<file path="src/rtl/dmem_arb_pkg.sv">
// Shared types and constants for the two-master data-memory arbiter.
package dmem_arb_pkg;

  typedef enum logic [1:0] {
    IDLE  = 2'd0,
    LOCK0 = 2'd1,
    LOCK1 = 2'd2
  } arb_state_e;

  typedef logic master_idx_t;

  localparam int unsigned DEPTH_WORDS_DEF = 1000;
  // Byte-offset bits inside one 64-bit word; the word index sits above them.
  localparam int unsigned WORD_OFS_W = 3;

endpackage

</file>
<file path="src/rtl/dmem_arb_pick.sv">
// Conflict resolution between the two masters, one-hot grant out.
// DMEM_ARB_RR_EN selects round-robin; otherwise master 0 has fixed priority.
module dmem_arb_pick
  import dmem_arb_pkg::*;
(
  input  logic       clk,
  input  logic       rst,
  input  logic [1:0] req_i,
  input  logic       upd_i,
  output logic [1:0] gnt_o
);

`ifdef DMEM_ARB_RR_EN
  master_idx_t last_q;
  master_idx_t last_d;

  // Grant selection: on conflict the master not granted last wins.
  always_comb begin
    gnt_o = 2'b00;
    case (req_i)
      2'b01:   gnt_o = 2'b01;
      2'b10:   gnt_o = 2'b10;
      2'b11:   gnt_o = (last_q == 1'b1) ? 2'b01 : 2'b10;
      default: gnt_o = 2'b00;
    endcase
  end

  // Pointer next state: follows every grant issued while idle.
  always_comb begin
    last_d = last_q;
    if (upd_i && (gnt_o != 2'b00)) begin
      last_d = gnt_o[1];
    end else begin
      last_d = last_q;
    end
  end

  // Pointer register; reset value makes master 0 win the first conflict.
  always_ff @(posedge clk) begin
    if (rst) begin
      last_q <= 1'b1;
    end else begin
      last_q <= last_d;
    end
  end
`else
  logic unused_s;
  assign unused_s = ^{clk, rst, upd_i};

  // Grant selection: master 0 always wins a conflict.
  always_comb begin
    gnt_o = 2'b00;
    case (req_i)
      2'b01:   gnt_o = 2'b01;
      2'b10:   gnt_o = 2'b10;
      2'b11:   gnt_o = 2'b01;
      default: gnt_o = 2'b00;
    endcase
  end
`endif

endmodule

</file>
<file path="src/rtl/dmem_arbiter.sv">
// Two-master arbiter/sequencer for the single-port data memory with lock
// sequences and address checking. Conflict policy: see DMEM_ARB_RR_EN in dmem_arb_pick.
module dmem_arbiter
  import dmem_arb_pkg::*;
#(
  parameter int unsigned DATA_W      = 64,
  parameter int unsigned ADDR_W      = 64,
  parameter int unsigned DEPTH_WORDS = DEPTH_WORDS_DEF
) (
  input  logic              clk,
  input  logic              rst,
  input  logic              m0_req,
  input  logic              m0_we,
  input  logic              m0_lock,
  input  logic [ADDR_W-1:0] m0_addr,
  input  logic [DATA_W-1:0] m0_wdata,
  input  logic              m1_req,
  input  logic              m1_we,
  input  logic              m1_lock,
  input  logic [ADDR_W-1:0] m1_addr,
  input  logic [DATA_W-1:0] m1_wdata,
  output logic              m0_gnt,
  output logic              m1_gnt,
  output logic              m0_rvalid,
  output logic              m1_rvalid,
  output logic [DATA_W-1:0] m0_rdata,
  output logic [DATA_W-1:0] m1_rdata,
  output logic              m0_err,
  output logic              m1_err,
  output logic [ADDR_W-1:0] mem_A,
  output logic [DATA_W-1:0] mem_WD,
  output logic              mem_WE,
  input  logic [DATA_W-1:0] mem_RD
);

  localparam int unsigned IDX_W = ADDR_W - WORD_OFS_W;
  localparam logic [IDX_W-1:0] DEPTH_L = IDX_W'(DEPTH_WORDS);

  arb_state_e        state_q;
  arb_state_e        state_d;
  logic [1:0]        pick_gnt_s;
  logic [1:0]        gnt_s;
  logic              any_gnt_s;
  logic [ADDR_W-1:0] addr_s;
  logic [DATA_W-1:0] wdata_s;
  logic              we_s;
  logic              lock_s;
  logic              err_s;
  logic [DATA_W-1:0] rd_s;

  logic [1:0]        rvalid_q, rvalid_d;
  logic [1:0]        err_q, err_d;
  logic [DATA_W-1:0] m0_rdata_q, m0_rdata_d;
  logic [DATA_W-1:0] m1_rdata_q, m1_rdata_d;

  dmem_arb_pick u_pick (
    .clk   (clk),
    .rst   (rst),
    .req_i ({m1_req, m0_req}),
    .upd_i (state_q == IDLE),
    .gnt_o (pick_gnt_s)
  );

  // Grant: the picker decides while idle, a lock owner is served exclusively.
  always_comb begin
    gnt_s = 2'b00;
    case (state_q)
      IDLE:    gnt_s = pick_gnt_s;
      LOCK0:   gnt_s = {1'b0, m0_req};
      LOCK1:   gnt_s = {m1_req, 1'b0};
      default: gnt_s = 2'b00;
    endcase
  end

  assign any_gnt_s = |gnt_s;
  assign m0_gnt    = gnt_s[0];
  assign m1_gnt    = gnt_s[1];

  // Granted-access mux and address check; full-width compare so high bits cannot alias.
  always_comb begin
    addr_s  = {ADDR_W{1'b0}};
    wdata_s = {DATA_W{1'b0}};
    we_s    = 1'b0;
    lock_s  = 1'b0;
    if (gnt_s[1]) begin
      addr_s  = m1_addr;
      wdata_s = m1_wdata;
      we_s    = m1_we;
      lock_s  = m1_lock;
    end else if (gnt_s[0]) begin
      addr_s  = m0_addr;
      wdata_s = m0_wdata;
      we_s    = m0_we;
      lock_s  = m0_lock;
    end else begin
      addr_s  = {ADDR_W{1'b0}};
      wdata_s = {DATA_W{1'b0}};
      we_s    = 1'b0;
      lock_s  = 1'b0;
    end
    err_s = any_gnt_s &&
            ((addr_s[WORD_OFS_W-1:0] != {WORD_OFS_W{1'b0}}) ||
             (addr_s[ADDR_W-1:WORD_OFS_W] >= DEPTH_L));
  end

  assign mem_A  = addr_s;
  assign mem_WD = wdata_s;
  assign mem_WE = any_gnt_s & we_s & ~err_s;

  // Lock sequencing: ownership is released as soon as the owner drops lock.
  always_comb begin
    state_d = state_q;
    case (state_q)
      IDLE: begin
        if (any_gnt_s && lock_s) begin
          state_d = gnt_s[1] ? LOCK1 : LOCK0;
        end else begin
          state_d = IDLE;
        end
      end
      LOCK0:   state_d = m0_lock ? LOCK0 : IDLE;
      LOCK1:   state_d = m1_lock ? LOCK1 : IDLE;
      default: state_d = IDLE;
    endcase
  end

  // Response next state: only loads that pass the check carry memory data.
  always_comb begin
    rd_s       = (any_gnt_s && !we_s && !err_s) ? mem_RD : {DATA_W{1'b0}};
    rvalid_d   = gnt_s;
    err_d      = gnt_s & {2{err_s}};
    m0_rdata_d = gnt_s[0] ? rd_s : {DATA_W{1'b0}};
    m1_rdata_d = gnt_s[1] ? rd_s : {DATA_W{1'b0}};
  end

  // State and response registers.
  always_ff @(posedge clk) begin
    if (rst) begin
      state_q    <= IDLE;
      rvalid_q   <= 2'b00;
      err_q      <= 2'b00;
      m0_rdata_q <= {DATA_W{1'b0}};
      m1_rdata_q <= {DATA_W{1'b0}};
    end else begin
      state_q    <= state_d;
      rvalid_q   <= rvalid_d;
      err_q      <= err_d;
      m0_rdata_q <= m0_rdata_d;
      m1_rdata_q <= m1_rdata_d;
    end
  end

  assign m0_rvalid = rvalid_q[0];
  assign m1_rvalid = rvalid_q[1];
  assign m0_err    = err_q[0];
  assign m1_err    = err_q[1];
  assign m0_rdata  = m0_rdata_q;
  assign m1_rdata  = m1_rdata_q;

endmodule
</file>
<file path="config.mk">
export PLATFORM = sky130hd
export DESIGN_NAME = dmem_arbiter
export DESIGN_NICKNAME = d
export VERILOG_FILES = /design/src/rtl/dmem_arb_pkg.sv /design/src/rtl/dmem_arb_pick.sv /design/src/rtl/dmem_arbiter.sv
export SDC_FILE = /design/constraint.sdc
export NUM_CORES = 1
export LEC_CHECK = 0
export ABC_CLOCK_PERIOD_IN_PS = 2300
export CORE_AREA = 4 4 225 227
export CTS_BUF_LIST = sky130_fd_sc_hd__clkbuf_16
export DETAILED_ROUTE_END_ITERATION = 12
export DIE_AREA = 0 0 229 231
export SLEW_MARGIN = 20
export SYNTH_ARGS = -nofsm -noshare
export SYNTH_HDL_FRONTEND = slang
export SYNTH_SLANG_ARGS = --single-unit
export TNS_END_PERCENT = 20
</file>
<file path="constraint.sdc">
create_clock -name clk -period 2.3 [get_ports clk]
set_clock_uncertainty 0.1 [all_clocks]
set_input_delay 0.575 -clock clk [delete_from_list [all_inputs] [get_ports clk]]
set_output_delay 0.575 -clock clk [all_outputs]
set_load 0.01 [all_outputs]
</file>
**Yosys cells after proc, flatten, opt, wreduce, memory -nomap -nowiden**

Cells that the tools add are included.

- Register bits: 134
- Logic and storage cells: 46
- Output and inout port bits: 263

- Multiplexer cells: 16
- Equality and inequality tests: 5
- Bitwise operators: 6
- Order comparisons: 1
- Reduce and logical (&&, ||, !) cells: 13

Operator list:

| operator | number |
|---|---|
| $mux W64 | 5 |
| $ge A61 B10 Y1 const B | 1 |
| $pmux W2 S3 | 2 |
| $reduce_or A2 Y1 | 4 |
| $eq A2 B2 Y1 const B | 3 |
| $mux W2 | 3 |
| $mux W1 | 5 |
| $eq A2 B1 Y1 const B | 2 |
| $logic_and A1 B1 Y1 | 4 |
| $pmux W2 S2 | 1 |
| $not A1 Y1 | 3 |
| $reduce_bool A3 Y1 | 1 |
| $and A1 B1 Y1 | 2 |
| $and A2 B2 Y2 | 1 |
| $logic_not A1 Y1 | 2 |
| $logic_not A2 Y1 | 1 |
| $logic_or A1 B1 Y1 | 1 |

**Longest topological paths before layout**

- Depth after elaboration: 12
- Depth in mapped cells: 9
- Gate-level depth less buffers: 6

**Modules after synthesis**

Synthesis repeated with hierarchy kept, for this count alone.

- Cells, all modules: 681
- Area total of the unflattened synthesis: 6752.7 sq um

By module, submodules not included:

| module | seq. area each (sq um) | cells an instance | instances | area an instance (sq um) |
|---|---|---|---|---|
| dmem_arbiter | 2682.6 | 679 | 1 | 6742.7 |
| dmem_arb_pick | 0.0 | 2 | 1 | 10.0 |

**Worst setup path before layout**

OpenSTA, ideal clock, no wires.

- Path type: input to output
- Start: in m0_addr[48]
- End: out mem_WE
- Arrival: 2.165 ns
- Slack: -0.540 ns
- Stages on the path: 4
- Required time: 1.625 ns
- Buffers on the path: 0
- Cells stage by stage: nor4_1 > nand4_1 > or4_1 > a2111oi_0

- Longest elaborated chain between the ends: 7

RTL lines:

| element | RTL line | RTL |
|---|---|---|
| from (decl) | dmem_arbiter.sv:15 | `input logic [ADDR_W-1:0] m0_addr,` |
| $mux W64 | dmem_arbiter.sv:90 | `end else if (gnt_s[0]) begin` |
| $mux W64 | dmem_arbiter.sv:85 | `if (gnt_s[1]) begin` |
| $ge A61 B10 Y1 | dmem_arbiter.sv:103 | `(addr_s[ADDR_W-1:WORD_OFS_W] >= DEPTH_L));` |
| $logic_or A1 B1 Y1 | dmem_arbiter.sv:102 | `((addr_s[WORD_OFS_W-1:0] != {WORD_OFS_W{1'b0}}) \|\|` |
| $logic_and A1 B1 Y1 | dmem_arbiter.sv:101 | `err_s = any_gnt_s &&` |
| $not A1 Y1 | dmem_arbiter.sv:108 | `assign mem_WE = any_gnt_s & we_s & ~err_s;` |
| $and A1 B1 Y1 | dmem_arbiter.sv:108 |  |
| to (decl) | dmem_arbiter.sv:32 | `output logic mem_WE,` |

Every way passes these cells.

**Worst setup path after layout**

- Start: in m0_addr[54]
- End: out mem_WE

Same word-level chain as after synthesis.

==> results <==
-- how the worst max path moves through the flow --
stage / end / slack [ps] / cells after the start
floorplan: mem_WE / -180 / 4
global placement: mem_WE / -1450 / 8
detailed placement: mem_WE / -1420 / 7
CTS: mem_WE / -1120 / 8
global route: mem_WE / -1090 / 8
finish: mem_WE / -1020 / 6
-- cells in the final DEF, fill, tap and decap left out, types with 2 or more instances in the layout --
cell type        count
inv_16               2
nand2b_1            64
a22o_1              89
clkdlybuf4s50_1    420
nor4_1              17
nor4_2              46
dfxtp_1            132
nor2_1              69
clkbuf_16           23
dlymetal6s2s_1       6
clkinvlp_4           4
clkinv_2             2
buf_16              18
clkdlybuf4s15_2      2
or4_1               64
nor4_4              27
diode_2              2
dfxtp_2              2
buf_8               16
clkbuf_2             6
nand4_1              6
buf_2               60
dlygate4sd2_1       13
buf_4               86
inv_6                7
buf_12              58
buf_6               71
inv_1                2
clkdlybuf4s15_1      3
a22o_4              40
nand2_1              2
-- sequential cells by signal (all words and copies together) (netlist names) --
register / count
m0_rdata: 64
m1_rdata: 64
err_q: 2
rvalid_q: 2
state_q: 2
-- cells by family after synthesis --
group | count (synthesis) | share of synthesized area [%]
compound gates | 137 | 18.9
buf+inv | 88 | 5.92
flops | 134 | 42.8
simple gates | 307 | 32.4
-- routing by layer --
layer  global-route usage, %  routed length (um)  vias to the layer above
met2                    37.6               29900                      464
met5                       0                   7                        -
met4                    5.72                1930                        2
li1                        -                   -                     3970
met1                    20.3               19900                     4344
met3                    5.32                4030                       67
-- per-stage QoR --
stage	setup WS (ps)	utilization (%)	TNS (ps)	total power [uW]
floorplan	-179	-	-7030	3000
global placement	-1450	28.7	-253240	4710
detailed placement	-1420	28.7	-253890	4710
CTS	-1120	32.4	-68170	7610
global route	-1090	34.0	-92960	7870
finish	-1020	34.0	-76610	7610
-- cell type report --
| type | instances | area, um^2 | share of cell area [%] |
|---|---|---|---|
| Antenna cell | 2 | 5.00 | 0.0303 |
| Clock buffer | 17 | 425 | 2.57 |
| Clock inverter | 15 | 116 | 0.704 |
| Inverter | 3 | 40.0 | 0.242 |
| Multi-Input combinational cell | 444 | 4160 | 25.1 |
| Sequential cell | 134 | 2690 | 16.2 |
| Tap cell | 622 | 778 | 4.71 |
| Timing Repair Buffer | 766 | 8300 | 50.2 |
| Timing Repair inverter | 1 | 20.0 | 0.121 |
-- power by group through the flow --
stage	logic (uW)	clock network, uW	registers (uW)
2_1_floorplan	593	0	2410
3_3_place_gp	2310	0	2400
3_5_place_dp	2310	0	2400
4_1_cts	2650	2610	2350
5_1_grt	2830	2690	2350
6_report	2730	2540	2350
-- timing repair --
item	4_1_cts	5_1_grt
setup endpoints to repair	261	261
setup buffers	31	20
cloned	18	7
resized for setup	618	101
hold buffers	0	0
pin swaps	119	48
-- worst max-delay path, stage by stage --
cell and delay [ps]:
clkdlybuf4s50_1 460, nor4_2 340, nand4_1 180, or4_4 560, a2111oi_4 340, buf_6 180
==> impl_metrics.toml <==
[route]
detail_route.drc_violations = 0
vias = 8847
post_detailed_route_count_of_antenna_violating_nets = 0
wirelength_mm = 55.8
drt-vias-per-instance = 4.41
iteration_count_of_the_initial_detailed_routing_pass = 4
first_iter_violations = 540
routedWlPerCell_um = 27.8

[floorplan]
design.core.area_um2 = 48600
die_x_um = 229
die-height_um = 231
initial_core_util_pct = 12.9
num_io_pins = 591
num_rows = 81
design.die.area_um2 = 52900

[worst_setup_path]
worst-setup-path-type = "in -> out"
worst-r2r-setup-slack_ps = -110
rr_worst_depth = 12
timing.rr.start = "state_q[1]"
critical_path.startpoint = "m0_addr[54]"
path_max_fanout = 2
timing.rr.end = "m0_rdata[35]"
worstSetupEndpointType = "primary output"
cp-start-kind = "input pin"
worstPathArrival_ps = 2640
required_ps = 1620

[layout]
layout_area_growth_over_synthesis_pct = 163
stdcell_area_um2 = 16500
layout.cells.non_filler = 2004
final_nets = 1695
filler_cell_count = 4971
post_route_cells_drive_above_1_share_pct = 35.0

[global_routing]
grt.total_usage_pct = 19.4
grt_pass1_vias = 9232
globalRouteOverflowTotal = 0
grt_max_degree = 69
antenna_found_initial = 8
grt_first_pass_wirelength_mm = 73.1

[worst_hold_path]
hold_class = "reg -> reg"
hold_end = "state_q[0]"
min_from = "state_q[1]"
hold_path_depth = 2

[sta]
layout_min_cycle_time_ps = 3320
timing.final.max_slew_violations = 0
max-slew-margin-rel_pct = 44.6
period_utilization_pct = 144
rsz0062_at_grt = "yes"
finalHoldViolCount = 0
holdWs_ps = 414
finalSetupViolCount = 231
final_critical_path_setup_slack_ps = -1020
timing.fmax_mhz = 301
timing_worst_slew_pin_value_ps = 831

[status]
violations_in_the_final_reports = "setup timing"
outcome = "finished, violations left"

[synth]
synthDistinctLibCells = 30
post_synthesis_net_count = 994
total_standard_cell_area_after_synthesis_um2 = 6270
synthesis.instances = 666
seq_area_frac_synth_pct = 42.8
top_count_cell_post_synth = "dfxtp_1"
synth_flop_cell = "dfxtp_1"
area_share_of_the_largest_cell_type_after_synthesis_pct = 42.8
synthesis.yosys.warnings = 0
postSynth.asyncResetShare_pct = 0
post_synth_main_area_contributors = "dfxtp_1, a22o_1, or4_1"
synth.avg_cell_area_um2 = 9.42
synth.ff_latch_count = 134
yosysTopAreaCell = "dfxtp_1"
synth_enable_flop_cells = 0
post_synth_most_frequent_cells = "dfxtp_1, a22o_1, clkbuf_1, nor2_1"

[run]
max-cap-violations = 0

[power_and_ir_drop]
irDropWorstVdd_v = 0.000456
power.static_leakage_uw = 0.00646
combinationalPowerShare_pct = 35.8
cellInternalPower_uw = 5260
pwr-share-seq_pct = 30.8
clock_power_share_pct = 33.3
p_sw_share_pct = 30.9
power_density_nw_per_um2 = 461
p_sw_uw = 2350

[place]
dpl_cell_area_um2 = 14000
port_buffers = 590
routability_congestion_estimate = 0.915
final_hpwl_dp_mm = 43.5
dp.cells = 1900

[clock_network]
clock_tree.htree_level_count = 4
ctsLongestPathBuffers = 2
cts_inserted_buffers = 17
cts.sinks = 134
clk_pin_slew_ps = 70
clock_tree_from_tritoncts = "yes"
worstSkewPairLatency_ps = 420
clockRootBuffer = "clkbuf_16"
Power figures use the tool's default switching activity.
==> edit, RTL diff (same flow settings) <==
Put a register stage on the output `m1_err`, with the module's reset. The value now appears one clock later. The other outputs are not delayed to match.
--- a/src/rtl/dmem_arbiter.sv
+++ b/src/rtl/dmem_arbiter.sv
@@ -153,7 +153,13 @@
   assign m0_rvalid = rvalid_q[0];
   assign m1_rvalid = rvalid_q[1];
   assign m0_err    = err_q[0];
-  assign m1_err    = err_q[1];
+  always_ff @(posedge clk) begin
+    if (rst) begin
+      m1_err <= '0;
+    end else begin
+      m1_err <= err_q[1];
+    end
+  end
   assign m0_rdata  = m0_rdata_q;
   assign m1_rdata  = m1_rdata_q;
 
Check against the original RTL: not equivalent (a bounded check fails within 4 cycles, from zero or initial values and one cycle with rst high).
==> edit against the unedited design <==
  * Synthesized area grew 0.42%
  * Sequential cell count rose by 1
  * The flow still finishes with violations (negative setup slack)
  * Clock power up 6%
  * Cell area down 2.4%
  * Via count increased by 0.31%
  * First-iteration DRC count rose by 12%
  * Critical path depth grew 1
  * Power increased by 0.27%
  * Routed wire length shrank 1.1%
  * Setup slack improved by 0.17 ns
==> edit: results (changes against the unedited design) <==
| Metric | Value |
|---|---|
| R2R depth | 10 (was 12) |
| Max IR drop VDD | 0.512 mV (was 0.456 mV) |
| Top cells by area, synth | dfxtp_1 43%, a22o_1 18%, or4_1 7.7% (was dfxtp_1 43%, a22o_1 18%, or4_1 7.8%) |
| Gpl congestion | 0.983 (was 0.915) |
| CTS resizes | 642 (was 618) |
| Fin nets | 1684 (was 1695) |
| Post-Place Cells | 1908 (was 1900) |
| CTS buffer count | 17 (unchanged) |
| Hold path depth | 1 (was 2) |
| Share of cells above drive strength 1 | 0.350 (about the same) |
| Async set-reset flop share out of synthesis | 0 (unchanged) |
| Critical path arrival | 2.48 ns (was 2.64 ns) |
| Leak | 6.36 nW (was 6.46 nW) |
| Setup WS pre-CTS | -1.48 ns (was -1.42 ns) |
| Max clock buf depth | 2 (unchanged) |
| Setup ws final | -0.853 ns (was -1.02 ns) |
| Final TNS setup | -43.87 ns (was -76.61 ns) |
| Unique masters post-synth | 29 (was 30) |
| Post-CTS Setup Repair Bufs | 19 (was 31) |
| Avg WL per Cell | 27.7 um (was 27.8 um) |
| Syn nets | 996 (was 994) |
| Seq/Total Area, Yosys | 0.429 (was 0.428) |
| Fin cells | 1993 (was 2004) |
| Failing checks | negative setup slack (unchanged) |
| Relative slew slack | 0.130 (was 0.446) |
| Largest net degree at the start of global routing | 66 (was 69) |
| Sw Ratio | 0.296 (was 0.309) |
| Crit-path max cell delay | 0.60 ns (was 0.56 ns) |
| Total Routing Usage GR | 0.194 (about the same) |
| Worst reg2reg setup slack | -0.04 ns (was -0.11 ns) |
| Initial antenna violation count | 23 (was 8) |
| Outcome | finished, violations left (unchanged) |
| FILL cells | 5009 (was 4971) |
| Initial DRC count | 607 (was 540) |
| Global-route wire length before repair | 73000 um (was 73100 um) |
| CTS H-tree depth | 4 (unchanged) |
| Synth cell count leaders | 135 x dfxtp_1, 129 x a22o_1, 79 x clkbuf_1 (was 134 x dfxtp_1, 129 x a22o_1, 72 x clkbuf_1) |
| Dpl hpwl | 43600 um (was 43500 um) |
| Final setup vio count | 203 (was 231) |
| Syn Inst Count | 668 (was 666) |
| Vias | 8874 (was 8847) |
| Placement Cell Area | 13900 um2 (was 14000 um2) |
| Vias in the first global route | 9158 (was 9232) |
| Worst hold margin | 0.340 ns (was 0.414 ns) |
==> edit: cell count changes after synthesis, sizes merged <==
cell	change
dfxtp	+1
buf	-7
nor2b	+1
clkbuf	+7
==> edit: layer usage <==
metal | up-vias | part of all wire | track usage
li1 | 3957 | - | -
met1 | 4307 | 0.37 | 0.211
met2 | 490 | 0.52 | 0.361
met3 | 108 | 0.073 | 0.0557
met4 | 12 | 0.040 | 0.0614
met5 | - | 0.0016 | 0
==> edit: final timing paths <==
kind / from / endpoint
worst max register to register: state_q[1]$_SDFF_PP0_ / m0_rdata[7]$_SDFF_PP0_
worst min register to register: err_q[1]$_SDFF_PP0_ / m1_err$_SDFF_PP0_
worst max-delay path: m0_addr[14] / mem_WE
worst min-delay path: err_q[1]$_SDFF_PP0_ / m1_err$_SDFF_PP0_
==> edit: cell families after synthesis <==
group                  after synthesis  share of synthesized area
and+or+nand+nor                    308                      0.324
AOI/OAI and AO/OA                  137                      0.188
DFF                                135                      0.429
buffers and inverters               88                     0.0590
==> edit: cell type report <==
type	count	area [um2]	area share
diodes	2	5.00	0.000310
clock buffers	17	425	0.0264
clock inverters	15	156	0.00969
inverters	3	40.0	0.00248
multi-input cells	445	4100	0.254
flip-flops and latches	135	2710	0.168
well taps	622	778	0.0482
repair buffers	754	7930	0.492
==> edit: critical path: cells and delay by family <==
family,cells,cell delay [ns]
AO/OA/AOI/OAI,1,0.33
buffers and inverters,3,0.64
AND/OR/NAND/NOR,3,0.92
==> edit: power groups by stage <==
stage,combinational (W),clock (W),sequential [W]
finish,0.00258,0.00268,0.00237
global route,0.00268,0.00284,0.00237
global placement,0.00226,0,0.00242
detailed placement,0.00226,0,0.00242
CTS,0.00249,0.00278,0.00237
floorplan,0.000593,0,0.00243
